### src/rtl/output_port_reader_pkg.sv
// Shared defaults, select-width helper and FSM encoding for the output port reader.
package output_port_reader_pkg;

    localparam int PORT_NUB_TOTAL_DFLT = 4;
    localparam int DATA_WIDTH_DFLT     = 16;
    localparam int LEN_WIDTH_DFLT      = 8;

    // A single-source port still needs a 1-bit select so that ports stay legal.
    function automatic int sel_width(input int n);
        return (n > 1) ? $clog2(n) : 1;
    endfunction

    typedef enum logic [2:0] {
        ST_IDLE     = 3'd0,
        ST_ARB      = 3'd1,
        ST_HDR_RD   = 3'd2,
        ST_HDR_WAIT = 3'd3,
        ST_BODY     = 3'd4,
        ST_DONE     = 3'd5,
        ST_GAP      = 3'd6
    } rd_state_e;

endpackage

### src/rtl/output_port_reader_fifo.sv
// Two-entry output FIFO; the head entry stays put until popped, so the sink sees stable words.
module out_skid_fifo #(
    parameter int WIDTH = 8
) (
    input  logic             clk,
    input  logic             rst,
    input  logic             push_i,
    input  logic [WIDTH-1:0] wdata_i,
    input  logic             pop_i,
    output logic             valid_o,
    output logic [WIDTH-1:0] rdata_o,
    output logic [1:0]       count_o
);

    logic [WIDTH-1:0] mem_q [2];
    logic             wr_ptr_q;
    logic             rd_ptr_q;
    logic [1:0]       count_q;
    logic [1:0]       count_d;

    always_comb begin
        count_d = count_q;
        case ({push_i, pop_i})
            2'b10:   count_d = count_q + 2'd1;
            2'b01:   count_d = count_q - 2'd1;
            default: count_d = count_q;
        endcase
    end

    always_ff @(posedge clk or posedge rst) begin
        if (rst) begin
            mem_q[0] <= '0;
            mem_q[1] <= '0;
            wr_ptr_q <= 1'b0;
            rd_ptr_q <= 1'b0;
            count_q  <= 2'd0;
        end else begin
            if (push_i) begin
                mem_q[wr_ptr_q] <= wdata_i;
                wr_ptr_q        <= ~wr_ptr_q;
            end
            if (pop_i) begin
                rd_ptr_q <= ~rd_ptr_q;
            end
            count_q <= count_d;
        end
    end

    assign valid_o = (count_q != 2'd0);
    assign rdata_o = mem_q[rd_ptr_q];
    assign count_o = count_q;

endmodule

### src/rtl/output_port_reader.sv
// Reads whole packets (header + body) from round-robin selected source queues into one tx stream.
//  state    | meaning
//  IDLE     | no source has a complete packet
//  ARB      | round-robin grant from last_grant+1
//  HDR_RD   | issue header read once the FIFO has room
//  HDR_WAIT | header on data_in, latch body length
//  BODY     | stream body reads while FIFO has room
//  DONE     | pulse rd_done to the granted source
//  GAP      | let empty_in reflect the decrement
module output_port_reader
    import output_port_reader_pkg::*;
#(
    parameter  int PORT_NUB_TOTAL = PORT_NUB_TOTAL_DFLT,
    parameter  int DATA_WIDTH     = DATA_WIDTH_DFLT,
    parameter  int LEN_WIDTH      = LEN_WIDTH_DFLT,
    localparam int WIDTH_SEL      = sel_width(PORT_NUB_TOTAL)
) (
    input  logic                      clk,
    input  logic                      rst,
    input  logic [PORT_NUB_TOTAL-1:0] empty_in,
    output logic [WIDTH_SEL-1:0]      rd_sel,
    output logic                      rd_en,
    output logic                      rd_done,
    input  logic [DATA_WIDTH-1:0]     data_in,
    output logic                      tx_valid,
    input  logic                      tx_ready,
    output logic [DATA_WIDTH-1:0]     tx_data,
    output logic                      tx_sop,
    output logic                      tx_eop,
    output logic [WIDTH_SEL-1:0]      tx_src,
    output logic                      busy
);

    localparam int FW = 2 + WIDTH_SEL + DATA_WIDTH;

    rd_state_e            state_q, state_d;
    logic [WIDTH_SEL-1:0] sel_q, sel_d;
    logic [WIDTH_SEL-1:0] last_grant_q, last_grant_d;
    logic [WIDTH_SEL-1:0] grant_idx;
    logic                 grant_found;
    logic [LEN_WIDTH-1:0] remaining_q, remaining_d;
    logic [LEN_WIDTH-1:0] hdr_len;
    logic                 inflight_q;
    logic                 last_q, last_d;
    logic                 push, pop, room;
    logic                 push_sop, push_eop;
    logic [1:0]           fifo_cnt;
    logic [FW-1:0]        push_word, head_word;

    assign hdr_len = data_in[LEN_WIDTH-1:0];
    assign pop     = tx_valid & tx_ready;
    assign push    = inflight_q;
    // A pop this cycle frees a slot in time for a read issued now, which keeps the body at one word per cycle.
    assign room    = ({1'b0, fifo_cnt} + {2'b00, inflight_q}) < (3'd2 + {2'b00, pop});

    always_comb begin
        logic [WIDTH_SEL:0] cand;
        grant_found = 1'b0;
        grant_idx   = '0;
        cand        = '0;
        for (int k = 1; k <= PORT_NUB_TOTAL; k++) begin
            cand = {1'b0, last_grant_q} + (WIDTH_SEL+1)'(k);
            if (cand >= (WIDTH_SEL+1)'(PORT_NUB_TOTAL)) begin
                cand = cand - (WIDTH_SEL+1)'(PORT_NUB_TOTAL);
            end
            if (!grant_found && !empty_in[cand[WIDTH_SEL-1:0]]) begin
                grant_found = 1'b1;
                grant_idx   = cand[WIDTH_SEL-1:0];
            end
        end
    end

    always_comb begin
        state_d      = state_q;
        sel_d        = sel_q;
        last_grant_d = last_grant_q;
        remaining_d  = remaining_q;
        rd_en        = 1'b0;
        rd_done      = 1'b0;
        case (state_q)
            ST_IDLE: begin
                if (!(&empty_in)) state_d = ST_ARB;
            end
            ST_ARB: begin
                if (grant_found) begin
                    sel_d        = grant_idx;
                    last_grant_d = grant_idx;
                    state_d      = ST_HDR_RD;
                end else begin
                    state_d = ST_IDLE;
                end
            end
            ST_HDR_RD: begin
                if (room) begin
                    rd_en   = 1'b1;
                    state_d = ST_HDR_WAIT;
                end
            end
            ST_HDR_WAIT: begin
                remaining_d = hdr_len;
                state_d     = (hdr_len == '0) ? ST_DONE : ST_BODY;
            end
            ST_BODY: begin
                if (remaining_q == '0) begin
                    state_d = ST_DONE;
                end else if (room) begin
                    rd_en       = 1'b1;
                    remaining_d = remaining_q - LEN_WIDTH'(1);
                end
            end
            ST_DONE: begin
                rd_done = 1'b1;
                state_d = ST_GAP;
            end
            ST_GAP:  state_d = ST_IDLE;
            default: state_d = ST_IDLE;
        endcase
    end

    assign last_d    = rd_en && (state_q == ST_BODY) && (remaining_q == LEN_WIDTH'(1));
    assign push_sop  = (state_q == ST_HDR_WAIT);
    assign push_eop  = push_sop ? (hdr_len == '0) : last_q;
    assign push_word = {push_sop, push_eop, sel_q, data_in};

    always_ff @(posedge clk or posedge rst) begin
        if (rst) begin
            state_q      <= ST_IDLE;
            sel_q        <= '0;
            last_grant_q <= WIDTH_SEL'(PORT_NUB_TOTAL - 1);
            remaining_q  <= '0;
            inflight_q   <= 1'b0;
            last_q       <= 1'b0;
        end else begin
            state_q      <= state_d;
            sel_q        <= sel_d;
            last_grant_q <= last_grant_d;
            remaining_q  <= remaining_d;
            inflight_q   <= rd_en;
            last_q       <= last_d;
        end
    end

    out_skid_fifo #(.WIDTH(FW)) u_fifo (
        .clk     (clk),
        .rst     (rst),
        .push_i  (push),
        .wdata_i (push_word),
        .pop_i   (pop),
        .valid_o (tx_valid),
        .rdata_o (head_word),
        .count_o (fifo_cnt)
    );

    assign {tx_sop, tx_eop, tx_src, tx_data} = head_word;
    assign rd_sel = sel_q;
    assign busy   = (state_q != ST_IDLE);

endmodule

### config.mk
export PLATFORM = sky130hd
export DESIGN_NAME = output_port_reader
export DESIGN_NICKNAME = d
export VERILOG_FILES = /design/src/rtl/output_port_reader_pkg.sv /design/src/rtl/output_port_reader_fifo.sv /design/src/rtl/output_port_reader.sv
export SDC_FILE = /design/constraint.sdc
export NUM_CORES = 1
export LEC_CHECK = 0
export ABC_AREA = 0
export CORE_ASPECT_RATIO = 1.5
export CORE_UTILIZATION = 53
export DETAILED_ROUTE_END_ITERATION = 10
export GPL_ROUTABILITY_DRIVEN = 0
export GPL_TIMING_DRIVEN = 1
export PLACE_DENSITY = 0.79
export SLEW_MARGIN = 20
export SYNTH_ARGS = -nofsm -noshare
export SYNTH_HDL_FRONTEND = slang
export SYNTH_SLANG_ARGS = --single-unit
### constraint.sdc
create_clock -name clk -period 2.5 [get_ports clk]
set_clock_uncertainty 0.05 [all_clocks]
set_input_delay 0.375 -clock clk [delete_from_list [all_inputs] [get_ports clk]]
set_output_delay 0.375 -clock clk [all_outputs]
set_load 0.02 [all_outputs]
==> metrics.md, run 1 <==
| Metric | Value |
|---|---|
| Run status | complete, no violations |
| Worst Path Arrival | between 1.5 and 2 ns |
| Core box area | 0.00545 sq mm |
| Antenna Violating Nets Remaining | 0 |
| Unrepaired setup endpoints after global routing | no |
| CTS buffer count | 9 |
| HP Class | in2async |
| Final layout net count | between 300 and 400 |
| YS warnings | 0 |
| Final Hold Viols | 0 |
| Yosys cell types | 46 |
| Fin util | 0.700 |
| Worst skew pair latency | 0.35 ns |
| P&R area growth vs syn | 27.7% |
| Num rows | 33 |
| Flop pwr share | 0.348 |
| Clk pwr share | 0.149 |
| Max-cap violations | 0 |
| Post-route clock period utilization | 0.946 |
| Mean routed wirelength per cell | 15.0 um |
| DP HPWL | 4150 um |
| Type of the worst setup path | reg2out |
| Die Y | approximately 94 um |
| Post-CTS Setup Bufs | 0 |
| NetSw | 1.90 mW |
| Finished Layout Cells | 392 |
| CTS Buffer Depth | 2 |
| Pwr Density | between 1000 and 1500 mW/mm^2 |
| Vias per cell | around 5.6 |
| Critical path origin | u_fifo.rd_ptr_q$_DFFE_PP0N_ |
| Ys async rst share | 1.00 |
| Initial Util | 0.548 |
| Dominant cell type by area after synthesis | dfrtp_1 |
| Sequential area share after synthesis | 0.512 |
| Clock Sinks | 61 |
| Ports | 49 |
| Final wirelength | 5870 um |
| DRT Pass-1 Iters | 4 |
| Syn Area/Cell | 11.8 sq um |
| CTS root buf | clkbuf_8 |
| First-pass GRT wire length | about 10000 um |
| Static leakage | 1.61 nW |
| Placed Cells | between 300 and 400 |
| Net Sw Frac | 0.362 |
| Largest net degree at the start of global routing | 42 |
| Grt ovf | 0 |
| Number of global-route vias before repair | 2159 |
| Initial antenna violation count | 0 |
| Worst Max-Slew Pin Slew | around 0.54 ns |
| Die Footprint | slightly below 0.006 sq mm |
| Post-synthesis cell area | 0.00299 sq mm |
| FF+latch count, synth | 61 |
| Slew Limit Fails | 0 |
| Main flop type after synthesis | dfrtp_1 |
| Largest cells by area after synthesis | dfrtp_1 (49%), mux2_2 (22%), nand2_1 (2.3%) |
| CP Capture Type | output pin |
| Die width | 63.3 um |
| Via Count | around 2200 |
| Post-synth EDFFs | 0 |
| DR iter-0 viols | roughly 100 |
| Post-synth top area share | 0.495 |
| GRT Total Usage | 0.224 |
| Post-Syn Instances | 254 |
| Worst R2R Start | state_q[0]$_DFFE_PP0P_ |
| CTS HTree Levels | 3 |
| Internal power | 3.33 mW |
| Crit Path Max Fanout | 17 |
| FMAX | 423 MHz |
| Fin crit period | between 2 and 2.5 ns |
| Layout cells sized above 1 | 0.289 |
| ANT cells | 0 |
| I/O Buffers | 48 |
| CTS tree | yes |
| # DRC | 0 |
| Setup violators final | 0 |
| Net Count, Synth | 282 |
| CTS clock-pin slew for the worst setup and hold paths | 0.07 ns |
| CP Launch Type | register |
| Slew headroom | 0.637 |
| Comb pwr share | 0.503 |
| Layout filler cell count | 418 |
| Required @ worst endpoint | 2.08 ns |
| Peak supply drop | 0.000531 V |
==> power by group through the flow <==
stage	Clock, mW	Sequential (mW)	Combinational [mW]
6_report	0.781	1.82	2.63
3_5_place_dp	0	1.83	2.65
2_1_floorplan	0	1.73	1.75
5_1_grt	0.849	1.88	2.86
3_3_place_gp	0	1.80	2.61
4_1_cts	0.812	1.82	2.66
==> path summary, 6_finish.rpt <==
check / endpoint / slack, ns / cells past startpoint
setup reg to reg: remaining_q[7]$_DFFE_PP0P_ / 0.48 / 4
setup / recovery: tx_data[0] / 0.14 / 3
hold / removal: u_fifo.mem_q[11]$_DFFE_PP0P_ / 0.30 / 2
min in group clk: u_fifo.wr_ptr_q$_DFFE_PP0P_ / 0.43 / 1
hold reg to reg: u_fifo.wr_ptr_q$_DFFE_PP0P_ / 0.43 / 1
max in group asynchronous: u_fifo.count_o[0]$_DFFE_PP0P_ / 1.53 / 3
==> repair_timing <==
action	in CTS	in global routing
hold buffers	0	0
cloned	0	0
gates resized for setup	5	1
endpoints found under the setup margin	1	1
==> final cells by class <==
type / instances / area, sq um / area share
repair buffers: 61 / 598 / 0.157
flip-flops and latches: 61 / 1530 / 0.401
well taps: 70 / 87.6 / 0.0230
inverters: 7 / 26.3 / 0.00689
clock inverters: 3 / 20.0 / 0.00525
clock buffers: 13 / 159 / 0.0417
multi-input cells: 177 / 1390 / 0.365
==> cells in the final DEF, fill, tap and decap left out, types with 2 or more instances in the layout <==
cell type        netlist  layout
or2_2                  2       2
ha_1                   5       5
a21oi_1                4       4
dfstp_2                2       2
mux2_2                57      57
nor2_1                12      12
a31oi_1                2       2
nand3b_1               2       2
o211ai_1               2       2
o2bb2ai_1              2       2
clkinvlp_4             0       2
nand2b_1               3       3
and2_1                 4       4
and3_1                 2       2
inv_1                  7       6
nand3_1                6       6
buf_12                 0       2
nand4_1                2       2
xnor2_1                3       3
or3_1                  3       3
nor4_1                 4       4
xor2_1                 2       2
o22ai_1                2       2
nor2b_1                4       4
buf_4                  0      11
clkdlybuf4s50_1        0      47
o21a_1                 5       5
nor3_1                 4       3
dfrtp_1               59      59
nand2_1               18      18
clkbuf_1               4       2
clkbuf_8               0      11
o21ai_0               11      11
==> synth_stat cells (2+ instances only) <==
library cell / instances
xor2_1: 2
buf_1: 4
and3_1: 2
or2_2: 2
nand3b_1: 2
o2bb2ai_1: 2
a31oi_1: 2
or3_1: 3
dfrtp_1: 59
mux2_2: 57
ha_1: 5
clkbuf_1: 4
nor4_1: 4
a21oi_1: 4
nor3_1: 4
nor2b_1: 4
dfstp_2: 2
nand2b_1: 3
and2_1: 4
nand4_1: 2
o21ai_0: 11
nor2_1: 12
nand2_1: 18
nand3_1: 6
o21a_1: 5
o211ai_1: 2
xnor2_1: 3
o22ai_1: 2
inv_1: 7
==> cell families (layout without fill, tap and decap cells) <==
family,Yosys count,in the layout,share of synthesized area
xor+xnor,5,5,0.0147
flops,61,61,0.512
mux,57,57,0.215
compound gates,38,38,0.0868
fa+ha+maj,5,5,0.0210
buf+inv,16,84,0.0226
simple gates,72,72,0.128
==> worst max-delay path: stages, from the launching register on <==
cell and delay (ns):
dfrtp_1 0.49, buf_12 0.20, mux2_2 0.35, clkdlybuf4s50_1 0.56
==> stage by stage <==
stage	power (mW)	hold slack, ns	TNS [ns]	area (sq um)	worst slack, ns
after floorplan	3.48	0.394	0	2990	0.407
after global placement	4.42	0.406	-0.151	3630	-0.151
after detailed placement	4.48	0.418	-0.148	3630	-0.148
after CTS	5.29	0.299	0	3820	0.0295
after global routing	5.59	0.337	0	3810	0.0499
final	5.23	0.300	0	3810	0.136
==> state kept, by name, indices dropped and copies added (netlist names), 2 cells and up <==
register / flops
last_grant_q: 2
rd_sel: 2
remaining_q: 8
state_q: 3
u_fifo.count_o: 2
u_fifo.mem_q: 40
==> layer usage <==
layer | global-route usage | vias to the layer above | routed length, um
li1 | - | 1052 | -
met1 | 0.273 | 1058 | 2530
met2 | 0.358 | 64 | 2910
met3 | 0.0704 | 14 | 292
met4 | 0.114 | 0 | 140
met5 | 0 | - | 0
Note: power is estimated with default switching activity, not from simulation.
==> run 2: changes to the inputs <==
--- a/config.mk
+++ b/config.mk
@@ -8,6 +8,7 @@
 export ABC_AREA = 0
 export CORE_ASPECT_RATIO = 1.5
 export CORE_UTILIZATION = 53
+export CTS_CLUSTER_SIZE = 40
 export DETAILED_ROUTE_END_ITERATION = 10
 export GPL_ROUTABILITY_DRIVEN = 0
 export GPL_TIMING_DRIVEN = 1
==> results of run 2 <==
The final DEF is identical to that of run 1; final timing and power are the same.
